**src/rtl/gsu_opcodes.sv**
```systemverilog
// gsu_opcodes: shared constants for the GSU prefix/register-select logic.
// Provides opcode range bases, the ALT prefix opcodes, widths and the
// op_kind encoding carried by each decode record.
package gsu_opcodes;

  localparam int OPCODE_WIDTH = 8;
  localparam int SELECT_WIDTH = 4;

  // Range bases; the low nibble of the opcode is the register number.
  localparam logic [OPCODE_WIDTH-1:0] WITH_BASE = 8'h20;
  localparam logic [OPCODE_WIDTH-1:0] TO_BASE   = 8'h10;
  localparam logic [OPCODE_WIDTH-1:0] FROM_BASE = 8'hB0;
  localparam logic [OPCODE_WIDTH-1:0] RANGE_MASK = 8'hF0;

  localparam logic [OPCODE_WIDTH-1:0] ALT1 = 8'h3D;
  localparam logic [OPCODE_WIDTH-1:0] ALT2 = 8'h3E;
  localparam logic [OPCODE_WIDTH-1:0] ALT3 = 8'h3F;

  typedef enum logic [1:0] {
    KIND_EXEC  = 2'd0,
    KIND_MOVE  = 2'd1,
    KIND_MOVES = 2'd2
  } op_kind_e;

endpackage

```
**src/rtl/prefix_decoder.sv**
```systemverilog
// prefix_decoder: combinational classification of one opcode.
// Ports:
//   opcode_i     - opcode being accepted
//   b_flag_i     - WITH prefix seen (turns TO/FROM into MOVE/MOVES)
//   is_prefix_o  - opcode only updates prefix state, no record
//   kind_o       - record kind when not a prefix
//   wr_sreg_o    - load sreg from opcode[3:0]
//   wr_dreg_o    - load dreg from opcode[3:0]
//   set_b_o      - set b_flag
//   wr_alt_o     - load {alt2,alt1} from alt_val_o
//   alt_val_o    - new {alt2,alt1}
//   src_from_n_o - record source comes from opcode[3:0] instead of sreg
//   dst_from_n_o - record destination comes from opcode[3:0] instead of dreg
module prefix_decoder
  import gsu_opcodes::*;
(
  input  logic [OPCODE_WIDTH-1:0] opcode_i,
  input  logic                    b_flag_i,
  output logic                    is_prefix_o,
  output op_kind_e                kind_o,
  output logic                    wr_sreg_o,
  output logic                    wr_dreg_o,
  output logic                    set_b_o,
  output logic                    wr_alt_o,
  output logic [1:0]              alt_val_o,
  output logic                    src_from_n_o,
  output logic                    dst_from_n_o
);

  logic [OPCODE_WIDTH-1:0] range_bits;
  assign range_bits = opcode_i & RANGE_MASK;

  always_comb begin
    is_prefix_o  = 1'b0;
    kind_o       = KIND_EXEC;
    wr_sreg_o    = 1'b0;
    wr_dreg_o    = 1'b0;
    set_b_o      = 1'b0;
    wr_alt_o     = 1'b0;
    alt_val_o    = 2'b00;
    src_from_n_o = 1'b0;
    dst_from_n_o = 1'b0;

    if (range_bits == WITH_BASE) begin
      is_prefix_o = 1'b1;
      wr_sreg_o   = 1'b1;
      wr_dreg_o   = 1'b1;
      set_b_o     = 1'b1;
    end else if (range_bits == TO_BASE) begin
      if (b_flag_i) begin
        kind_o       = KIND_MOVE;
        dst_from_n_o = 1'b1;
      end else begin
        is_prefix_o = 1'b1;
        wr_dreg_o   = 1'b1;
      end
    end else if (range_bits == FROM_BASE) begin
      if (b_flag_i) begin
        kind_o       = KIND_MOVES;
        src_from_n_o = 1'b1;
      end else begin
        is_prefix_o = 1'b1;
        wr_sreg_o   = 1'b1;
      end
    end else if (opcode_i == ALT1) begin
      is_prefix_o = 1'b1;
      wr_alt_o    = 1'b1;
      alt_val_o   = 2'b01;
    end else if (opcode_i == ALT2) begin
      is_prefix_o = 1'b1;
      wr_alt_o    = 1'b1;
      alt_val_o   = 2'b10;
    end else if (opcode_i == ALT3) begin
      is_prefix_o = 1'b1;
      wr_alt_o    = 1'b1;
      alt_val_o   = 2'b11;
    end
  end

endmodule

```
**src/rtl/register_select_sequencer.sv**
```systemverilog
// register_select_sequencer: absorbs GSU prefix opcodes (WITH/TO/FROM/ALTx)
// and emits one registered decode record per executing instruction, carrying
// the source/destination register selectors for the register-file read muxes.
// Ports:
//   clock, reset     - clock; synchronous active-high reset
//   flush            - drops prefix state, the output record and the
//                      opcode presented this cycle
//   opcode, opcode_valid / opcode_ready  - input stream
//   execute_ready    - downstream consumes the current record
//   op_valid, op_code, source_select, dest_select, alt_mode, op_kind
//                    - registered decode record
// Handshake: a transfer happens on a rising edge where valid and ready are
// both high. opcode_ready = !op_valid || execute_ready, so the record is held
// stable while op_valid && !execute_ready and the input stream stalls.
module register_select_sequencer
  import gsu_opcodes::*;
(
  input  logic                    clock,
  input  logic                    reset,
  input  logic                    flush,
  input  logic [OPCODE_WIDTH-1:0] opcode,
  input  logic                    opcode_valid,
  output logic                    opcode_ready,
  input  logic                    execute_ready,
  output logic                    op_valid,
  output logic [OPCODE_WIDTH-1:0] op_code,
  output logic [SELECT_WIDTH-1:0] source_select,
  output logic [SELECT_WIDTH-1:0] dest_select,
  output logic [1:0]              alt_mode,
  output logic [1:0]              op_kind
);

  // Prefix state
  logic [SELECT_WIDTH-1:0] sreg_q, sreg_d;
  logic [SELECT_WIDTH-1:0] dreg_q, dreg_d;
  logic                    b_flag_q, b_flag_d;
  logic [1:0]              alt_q, alt_d;     // {alt2, alt1}

  // Output record
  logic                    valid_q, valid_d;
  logic [OPCODE_WIDTH-1:0] code_q, code_d;
  logic [SELECT_WIDTH-1:0] src_q, src_d;
  logic [SELECT_WIDTH-1:0] dst_q, dst_d;
  logic [1:0]              rec_alt_q, rec_alt_d;
  op_kind_e                kind_q, kind_d;

  // Decoder outputs
  logic                    dec_is_prefix;
  op_kind_e                dec_kind;
  logic                    dec_wr_sreg, dec_wr_dreg, dec_set_b, dec_wr_alt;
  logic [1:0]              dec_alt_val;
  logic                    dec_src_from_n, dec_dst_from_n;

  logic                    accept;
  logic [SELECT_WIDTH-1:0] n;

  assign n            = opcode[SELECT_WIDTH-1:0];
  assign opcode_ready = !valid_q || execute_ready;
  assign accept       = opcode_valid && opcode_ready;

  prefix_decoder u_prefix_decoder (
    .opcode_i     (opcode),
    .b_flag_i     (b_flag_q),
    .is_prefix_o  (dec_is_prefix),
    .kind_o       (dec_kind),
    .wr_sreg_o    (dec_wr_sreg),
    .wr_dreg_o    (dec_wr_dreg),
    .set_b_o      (dec_set_b),
    .wr_alt_o     (dec_wr_alt),
    .alt_val_o    (dec_alt_val),
    .src_from_n_o (dec_src_from_n),
    .dst_from_n_o (dec_dst_from_n)
  );

  always_comb begin
    sreg_d    = sreg_q;
    dreg_d    = dreg_q;
    b_flag_d  = b_flag_q;
    alt_d     = alt_q;
    valid_d   = valid_q;
    code_d    = code_q;
    src_d     = src_q;
    dst_d     = dst_q;
    rec_alt_d = rec_alt_q;
    kind_d    = kind_q;

    // Record consumed; a new record below re-asserts valid.
    if (valid_q && execute_ready) begin
      valid_d = 1'b0;
    end

    if (flush) begin
      valid_d  = 1'b0;
      sreg_d   = '0;
      dreg_d   = '0;
      b_flag_d = 1'b0;
      alt_d    = 2'b00;
    end else if (accept) begin
      if (dec_is_prefix) begin
        if (dec_wr_sreg) sreg_d = n;
        if (dec_wr_dreg) dreg_d = n;
        if (dec_set_b)   b_flag_d = 1'b1;
        if (dec_wr_alt)  alt_d = dec_alt_val;
      end else begin
        valid_d   = 1'b1;
        code_d    = opcode;
        src_d     = dec_src_from_n ? n : sreg_q;
        dst_d     = dec_dst_from_n ? n : dreg_q;
        rec_alt_d = alt_q;
        kind_d    = dec_kind;
        // Every executing instruction ends the prefix chain.
        sreg_d    = '0;
        dreg_d    = '0;
        b_flag_d  = 1'b0;
        alt_d     = 2'b00;
      end
    end
  end

  always_ff @(posedge clock) begin
    if (reset) begin
      sreg_q    <= '0;
      dreg_q    <= '0;
      b_flag_q  <= 1'b0;
      alt_q     <= 2'b00;
      valid_q   <= 1'b0;
      code_q    <= '0;
      src_q     <= '0;
      dst_q     <= '0;
      rec_alt_q <= 2'b00;
      kind_q    <= KIND_EXEC;
    end else begin
      sreg_q    <= sreg_d;
      dreg_q    <= dreg_d;
      b_flag_q  <= b_flag_d;
      alt_q     <= alt_d;
      valid_q   <= valid_d;
      code_q    <= code_d;
      src_q     <= src_d;
      dst_q     <= dst_d;
      rec_alt_q <= rec_alt_d;
      kind_q    <= kind_d;
    end
  end

  assign op_valid      = valid_q;
  assign op_code       = code_q;
  assign source_select = src_q;
  assign dest_select   = dst_q;
  assign alt_mode      = rec_alt_q;
  assign op_kind       = kind_q;

endmodule

```
**config.mk**
```make
export PLATFORM = sky130hd
export DESIGN_NAME = register_select_sequencer
export DESIGN_NICKNAME = d
export VERILOG_FILES = /design/src/rtl/gsu_opcodes.sv /design/src/rtl/prefix_decoder.sv /design/src/rtl/register_select_sequencer.sv
export SDC_FILE = /design/constraint.sdc
export NUM_CORES = 1
export LEC_CHECK = 0
export ABC_AREA = 1
export CORE_MARGIN = 2
export CORE_UTILIZATION = 50
export DETAILED_ROUTE_END_ITERATION = 12
export GPL_ROUTABILITY_DRIVEN = 0
export HOLD_SLACK_MARGIN = 0.12
export PLACE_DENSITY = 0.78
export SETUP_SLACK_MARGIN = 0.4
export SYNTH_ARGS = -nofsm -noshare
export SYNTH_HDL_FRONTEND = slang
export SYNTH_HIERARCHICAL = 1
export SYNTH_SLANG_ARGS = --single-unit
```
**constraint.sdc**
```tcl
create_clock -name clock -period 1.75 [get_ports clock]
set_input_delay 0.2625 -clock clock [delete_from_list [all_inputs] [get_ports clock]]
set_output_delay 0.2625 -clock clock [all_outputs]
set_load 0.02 [all_outputs]
```
==> out/metrics.csv, run 1 <==
stage,metric,value,unit
timing,drv_slew,0,
die,io_pins,35,
cells_and_area,area_delta_synth_final,48.8,%
grt,overflow,0,
placement,pre_cts_ws,-218,ps
timing,finalSetupViolCount,0,
cts,numCtsBuffers,5,
grt,track_usage,0.272,
cells_and_area,mostFrequentLayoutCell,nand2_1,
yosys,synth.largest_area_cell,dfxtp_1,
timing,relSlewSlack,0.559,
die,die_w,61.9,um
cts,clk_pin_slew,110,ps
cts,cts.sinks,32,
cells_and_area,drive_gt1_frac,0.206,
cts,cts_max_level,2,
yosys,synthTopCellsByArea,"dfxtp_1 38%, nand2_1 20%, nor2_1 14%, inv_1 12%, o21ai_0 3.3%",
timing,hold_viol,0,
cells_and_area,final_cells,390,
drt,remaining_drc_errors,0,
outcome,outcome,"complete, no violations",
power_and_ir_drop,peakVddDrop,0.495,mV
cells_and_area,fill_cells,268,
worst_setup_path,required,2000,ps
die,core_area,3280,sq um
die,die-area,3830,sq um
worst_setup_path,crit_type,reg2reg,
placement,dp_hpwl,2570,um
cells_and_area,final_cell_mix,"81 x nand2_1, 58 x nor2_1, 52 x inv_1",
worst_setup_path,crit_chain,nand2_1 > nand2_1 > nand2_2 > buf_6 > buf_6 > nand2_4 > buf_4 > nand4_1 > nand2_1 > nor2_1,
worst_setup_path,crit_start,b_flag_q,
worst_setup_path,arrival,1630,ps
cells_and_area,layout.nets,356,
timing,tightest_slew,660,ps
run,drv_cap,0,
yosys,netlist.area_leader.share,0.383,
yosys,synth.distinct_cells,15,
min_path,hold_class,in2reg,
worst_setup_path,slowest_delay,360,ps
die,initial_core_util,0.510,
cts,clockBufferDepth,2,
timing,whs,198,ps
drt,drt_first_iter_violations,98,
timing,period_needed,1380,ps
power_and_ir_drop,swShare,0.301,
die,die_h,61.9,um
drt,first_pass_iters,4,
timing,fmax,722,MHz
yosys,syn-instance-count,280,
yosys,synth_nets,293,
grt,antenna_found_initial,0,
yosys,synth_seq_cells,32,
timing,rsz0062_at_grt,true,
die,placementRows,21,
power_and_ir_drop,p_int,1280,uW
cts,tritoncts,done,
worst_setup_path,start_kind,register,
min_path,min_from,opcode[4],
drt,wirelength,5030,um
timing,setup_ws,365,ps
worst_setup_path,cp-end-kind,register,
drt,viasPerCell,4.92,
cts,postCtsHoldBufs,0,
grt,grt_max_degree,21,
drt,num_vias,1919,
power_and_ir_drop,power_switching,549,uW
power_and_ir_drop,power,1830,uW
worst_setup_path,cp_slowest_cell,dfxtp_2,
worst_setup_path,cp_max_fo,5,
power_and_ir_drop,p_clk_frac,0.311,
cells_and_area,regArea,642,sq um
power_and_ir_drop,p_per_area,733,nW/um^2
timing,tns,0,ps
placement,dp.cells,368,
cells_and_area,multi_input_area,843,sq um
cts,clockRootBuffer,clkbuf_4,
grt,grt_pass1_vias,1655,
worst_setup_path,cpMostUsedCell,nand2_1,
drt,ant_nets,0,
timing,fin_crit_sh,0.791,
timing,clock_skew,7.20,ps
grt,grt_pass1_wl,7420,um
cells_and_area,antennaDiodeCount,0,
yosys,ys_seq_area_frac,0.383,
power_and_ir_drop,p_leak,0.00138,uW
worst_setup_path,reg2reg_from,b_flag_q,
power_and_ir_drop,pwr-share-seq,0.434,
drt,post_drt_wl_per_cell,12.9,um
yosys,syn_area_per_cell,5.98,sq um
placement,io_buffer_count,34,
yosys,yosys_warnings,6,
cts,clk_latency,340,ps
power_and_ir_drop,pwr-share-comb,0.255,
yosys,syn_area,1670,sq um
[critical path: cells and delay by family, from the launching register on]
kind,cells,cell delay (ps)
AND/OR/NAND/NOR,7,560
flip-flops,1,360
buffers and inverters,3,370
[per-stage QoR]
stage                      util  cell area, sq um
after global placement    0.659              2160
after floorplan               -              1670
final                     0.758              2490
after global routing      0.758              2490
after CTS                 0.736              2420
after detailed placement  0.659              2160
[final timing paths]
check	end	slack (ps)	cells past startpoint
worst max-delay path	dreg_q[2]	370	10
worst min-delay path	op_code[4]	200	3
worst max register to register	dreg_q[2]	370	10
worst min register to register	alt_mode[0]	490	2
[power by group through the flow]
stage | logic, uW | clock network [uW] | registers, uW
floorplan | 184 | 0 | 851
global route | 511 | 611 | 798
CTS | 426 | 565 | 791
finish | 466 | 568 | 792
global placement | 384 | 0 | 808
detailed placement | 390 | 0 | 809
[kinds of logic (layout without fill, tap and decap cells)]
| group | after synthesis | in the layout | share of synthesized area |
|---|---|---|---|
| simple gates | 170 | 170 | 0.410 |
| buf+inv | 66 | 130 | 0.171 |
| flops | 32 | 32 | 0.383 |
| compound gates | 12 | 12 | 0.0359 |
[registers in the layout, summed over array words and instances, names as in the netlist]
register       flops
alt_mode           2
alt_q              2
b_flag_q           1
dest_select        4
dreg_q             4
op_code            8
op_kind            2
op_valid           1
source_select      4
sreg_q             4
[timing repair]
action | in CTS | in global routing
cloned | 3 | 0
setup buffers | 8 | 3
pin swaps | 9 | 11
resized for setup | 57 | 25
endpoints found under the setup margin | 53 | 32
hold endpoints to repair | 0 | 0
[cell type report]
cell class,count,area share
inverter,54,0.0814
sequential,32,0.258
timing repair buffer,68,0.269
multi-input combinational,182,0.339
clock buffer,6,0.0166
clock inverter,2,0.0141
tap,46,0.0231
[metal layers]
| layer | routed length [um] | up-vias | GRT usage |
|---|---|---|---|
| met5 | 0 | - | 0 |
| met4 | 294 | 0 | 0.179 |
| met3 | 333 | 31 | 0.0766 |
| met2 | 2370 | 90 | 0.439 |
| met1 | 2030 | 858 | 0.313 |
| li1 | - | 940 | - |
[Yosys cell counts]
| library cell | n |
|---|---|
| o21ai_1 | 1 |
| nor2_2 | 2 |
| clkbuf_1 | 2 |
| nor2_1 | 62 |
| inv_1 | 54 |
| nand2_1 | 89 |
| buf_2 | 4 |
| o21ai_0 | 11 |
| nand3_2 | 2 |
| nand2_2 | 2 |
| buf_4 | 3 |
| nand3_1 | 5 |
| nand4_1 | 8 |
| buf_6 | 3 |
| dfxtp_1 | 32 |
Power figures use the tool's default switching activity.
==> run 2: changes to the inputs <==
Settings changed: CORE_UTILIZATION 50 to 45, PLACE_DENSITY 0.78 to 0.75.
Clock period 1.75 ns to 1.11 ns, I/O delays scaled along.
==> run 2 against run 1 <==
Net effect: the run now ends with setup timing left; die area increased by 10%; critical endpoint is now dreg_q[3]; hold slack worse by 18 ps; via count grew 14%; final area up 23%.
==> out/metrics.csv, run 2 (synthesized netlist as in run 1, its figures left out) <==
stage,metric,value,unit,change
timing,setup_ws,-396,ps,was 365 ps
cts,numCtsBuffers,5,,unchanged
worst_setup_path,cp_slowest_cell,buf_12,,was dfxtp_2
placement,io_buffer_count,34,,unchanged
timing,fmax,664,MHz,
outcome,outcome,"finished, violations left",,"was complete, no violations"
worst_setup_path,critPathBufInv,6,,was 3
cts,cts_max_level,2,,unchanged
worst_setup_path,required,1310,ps,was 2000 ps
worst_setup_path,cp-end-kind,register,,unchanged
placement,pre_cts_ws,-755,ps,was -218 ps
die,core_area,3610,sq um,was 3280 sq um
die,die_w,65.0,um,was 61.9 um
grt,grt_max_degree,21,,unchanged
power_and_ir_drop,p_leak,0.00154,uW,was 0.00138 uW
cts,tritoncts,done,,unchanged
drt,viasPerCell,5.42,,was 4.92
timing,fin_crit_sh,1.36,,
cts,cts.sinks,32,,unchanged
timing,clock_skew,10.4,ps,was 7.20 ps
timing,hold_viol,0,,unchanged
grt,grt_pass1_wl,8920,um,was 7420 um
worst_setup_path,crit_type,in2reg,,was reg2reg
cells_and_area,antennaDiodeCount,0,,unchanged
drt,wirelength,7310,um,was 5030 um
run,drv_cap,0,,unchanged
timing,period_needed,1510,ps,
grt,met3_usage,0.0660,,was 0.0766
grt,antenna_found_initial,0,,unchanged
timing,relSlewSlack,0.842,,was 0.559
die,initial_core_util,0.464,,was 0.510
cts,clockRootBuffer,clkbuf_8,,was clkbuf_4
cts,postCtsHoldBufs,0,,unchanged
drt,remaining_drc_errors,0,,unchanged
cells_and_area,largest_register_ffs,8,,unchanged
cells_and_area,final_cell_mix,"56 x nand2_1, 49 x inv_1, 40 x nor2_1",,"was 81 x nand2_1, 58 x nor2_1, 52 x inv_1"
cells_and_area,final_util,0.848,,was 0.758
cells_and_area,area_delta_synth_final,82.6,%,was 48.8%
drt,num_vias,2189,,was 1919
timing,whs,180,ps,was 198 ps
grt,grt_pass1_vias,1927,,was 1655
worst_setup_path,cp_top_family,simple AND/OR/NAND/NOR gates,,unchanged
grt,busiest_layer,met2,,unchanged
grt,overflow,0,,unchanged
cells_and_area,layout.nets,368,,was 356
worst_setup_path,slowest_delay,150,ps,was 360 ps
timing,drv_slew,0,,unchanged
worst_setup_path,start_kind,input port,,was register
placement,dp_hpwl,2670,um,was 2570 um
worst_setup_path,crit_chain,buf_2 > buf_6 > nand2_2 > inv_2 > nand2_2 > nor2_4 > o21ai_4 > nand2_4 > buf_4 > buf_6 > buf_12 > nand2_8 > nand3_4 > nand2_1 > nand2_1 > nor2_1,,was nand2_1 > nand2_1 > nand2_2 > buf_6 > buf_6 > nand2_4 > buf_4 > nand4_1 > nand2_1 > nor2_1
timing,rsz0062_at_grt,true,,unchanged
power_and_ir_drop,p_per_area,1100,nW/um^2,was 733 nW/um^2
cells_and_area,mostFrequentLayoutCell,nand2_1,,unchanged
timing,tns,-9680,ps,was 0 ps
grt,use_met1,0.327,,was 0.313
drt,ant_nets,0,,unchanged
timing,finalSetupViolCount,32,,was 0
die,die-area,4220,sq um,was 3830 sq um
min_path,hold_class,in2reg,,unchanged
worst_setup_path,arrival,1710,ps,was 1630 ps
grt,track_usage,0.287,,was 0.272
outcome,failed_checks,setup timing,,
die,io_pins,35,,unchanged
cells_and_area,drive_gt1_frac,0.489,,was 0.206
cts,clk_latency,310,ps,was 340 ps
drt,drt_first_iter_violations,223,,was 98
timing,tightest_slew,235,ps,was 660 ps
power_and_ir_drop,peakVddDrop,0.951,mV,was 0.495 mV
cts,clockBufferDepth,2,,unchanged
drt,post_drt_wl_per_cell,18.1,um,was 12.9 um
cts,clk_pin_slew,70,ps,was 110 ps
die,die_h,65.0,um,was 61.9 um
drt,first_pass_iters,5,,was 4
grt,met2_usage,0.501,,was 0.439
worst_setup_path,cp_max_fo,5,,unchanged
die,placementRows,22,,was 21
==> run 2: cell type report <==
| type | count | area (sq um) |
|---|---|---|
| multi-input cells | 182 | 1080 |
| repair buffers | 80 | 932 |
| flip-flops and latches | 32 | 671 |
| fillers | 210 | 549 |
| inverters | 54 | 215 |
| clock buffers | 7 | 97.6 |
| well taps | 48 | 60.1 |
| clock inverters | 1 | 5.00 |
==> run 2: report_power, final <==
part / internal (uW) / total (uW) / switching [uW]
clock network: 575 / 1050 / 470
logic: 476 / 1020 / 549
registers: 1230 / 1280 / 48.7
==> run 2: metal layers <==
metal	up-vias	share of wire
met2	158	0.49
met5	-	0
met4	0	0.046
met3	47	0.083
met1	1011	0.38
li1	973	-
==> run 2: worst register-to-register path: cells and delay by family (launching register included) <==
family                 cells  cell delay [ps]
buffers and inverters      3              410
DFF                        1              350
and+or+nand+nor            8              660
==> run 2: final timing paths <==
check / depth (start not counted) / from / to / slack (ps)
setup / recovery: 16 / opcode[4] / dreg_q[3] / -400
hold / removal: 3 / opcode[5] / op_code[5] / 180
setup reg to reg: 11 / b_flag_q / op_code[0] / -370
hold reg to reg: 2 / alt_q[0] / alt_mode[0] / 500
==> run 2: what timing repair did <==
item,CTS,global route
setup endpoints to repair,54,54
gates cloned,6,2
buffers inserted,9,9
pin swaps,21,32
gates resized for setup,208,66
==> run 2: per-stage QoR <==
step / instances / power [uW] / instance area [sq um]
finish: 404 / 3350 / 3060
global route: 404 / 3470 / 3060
CTS: 393 / 3130 / 2750
detailed placement: 370 / 1920 / 2250
global placement: 370 / 1910 / 2250
floorplan: 280 / 1660 / 1750
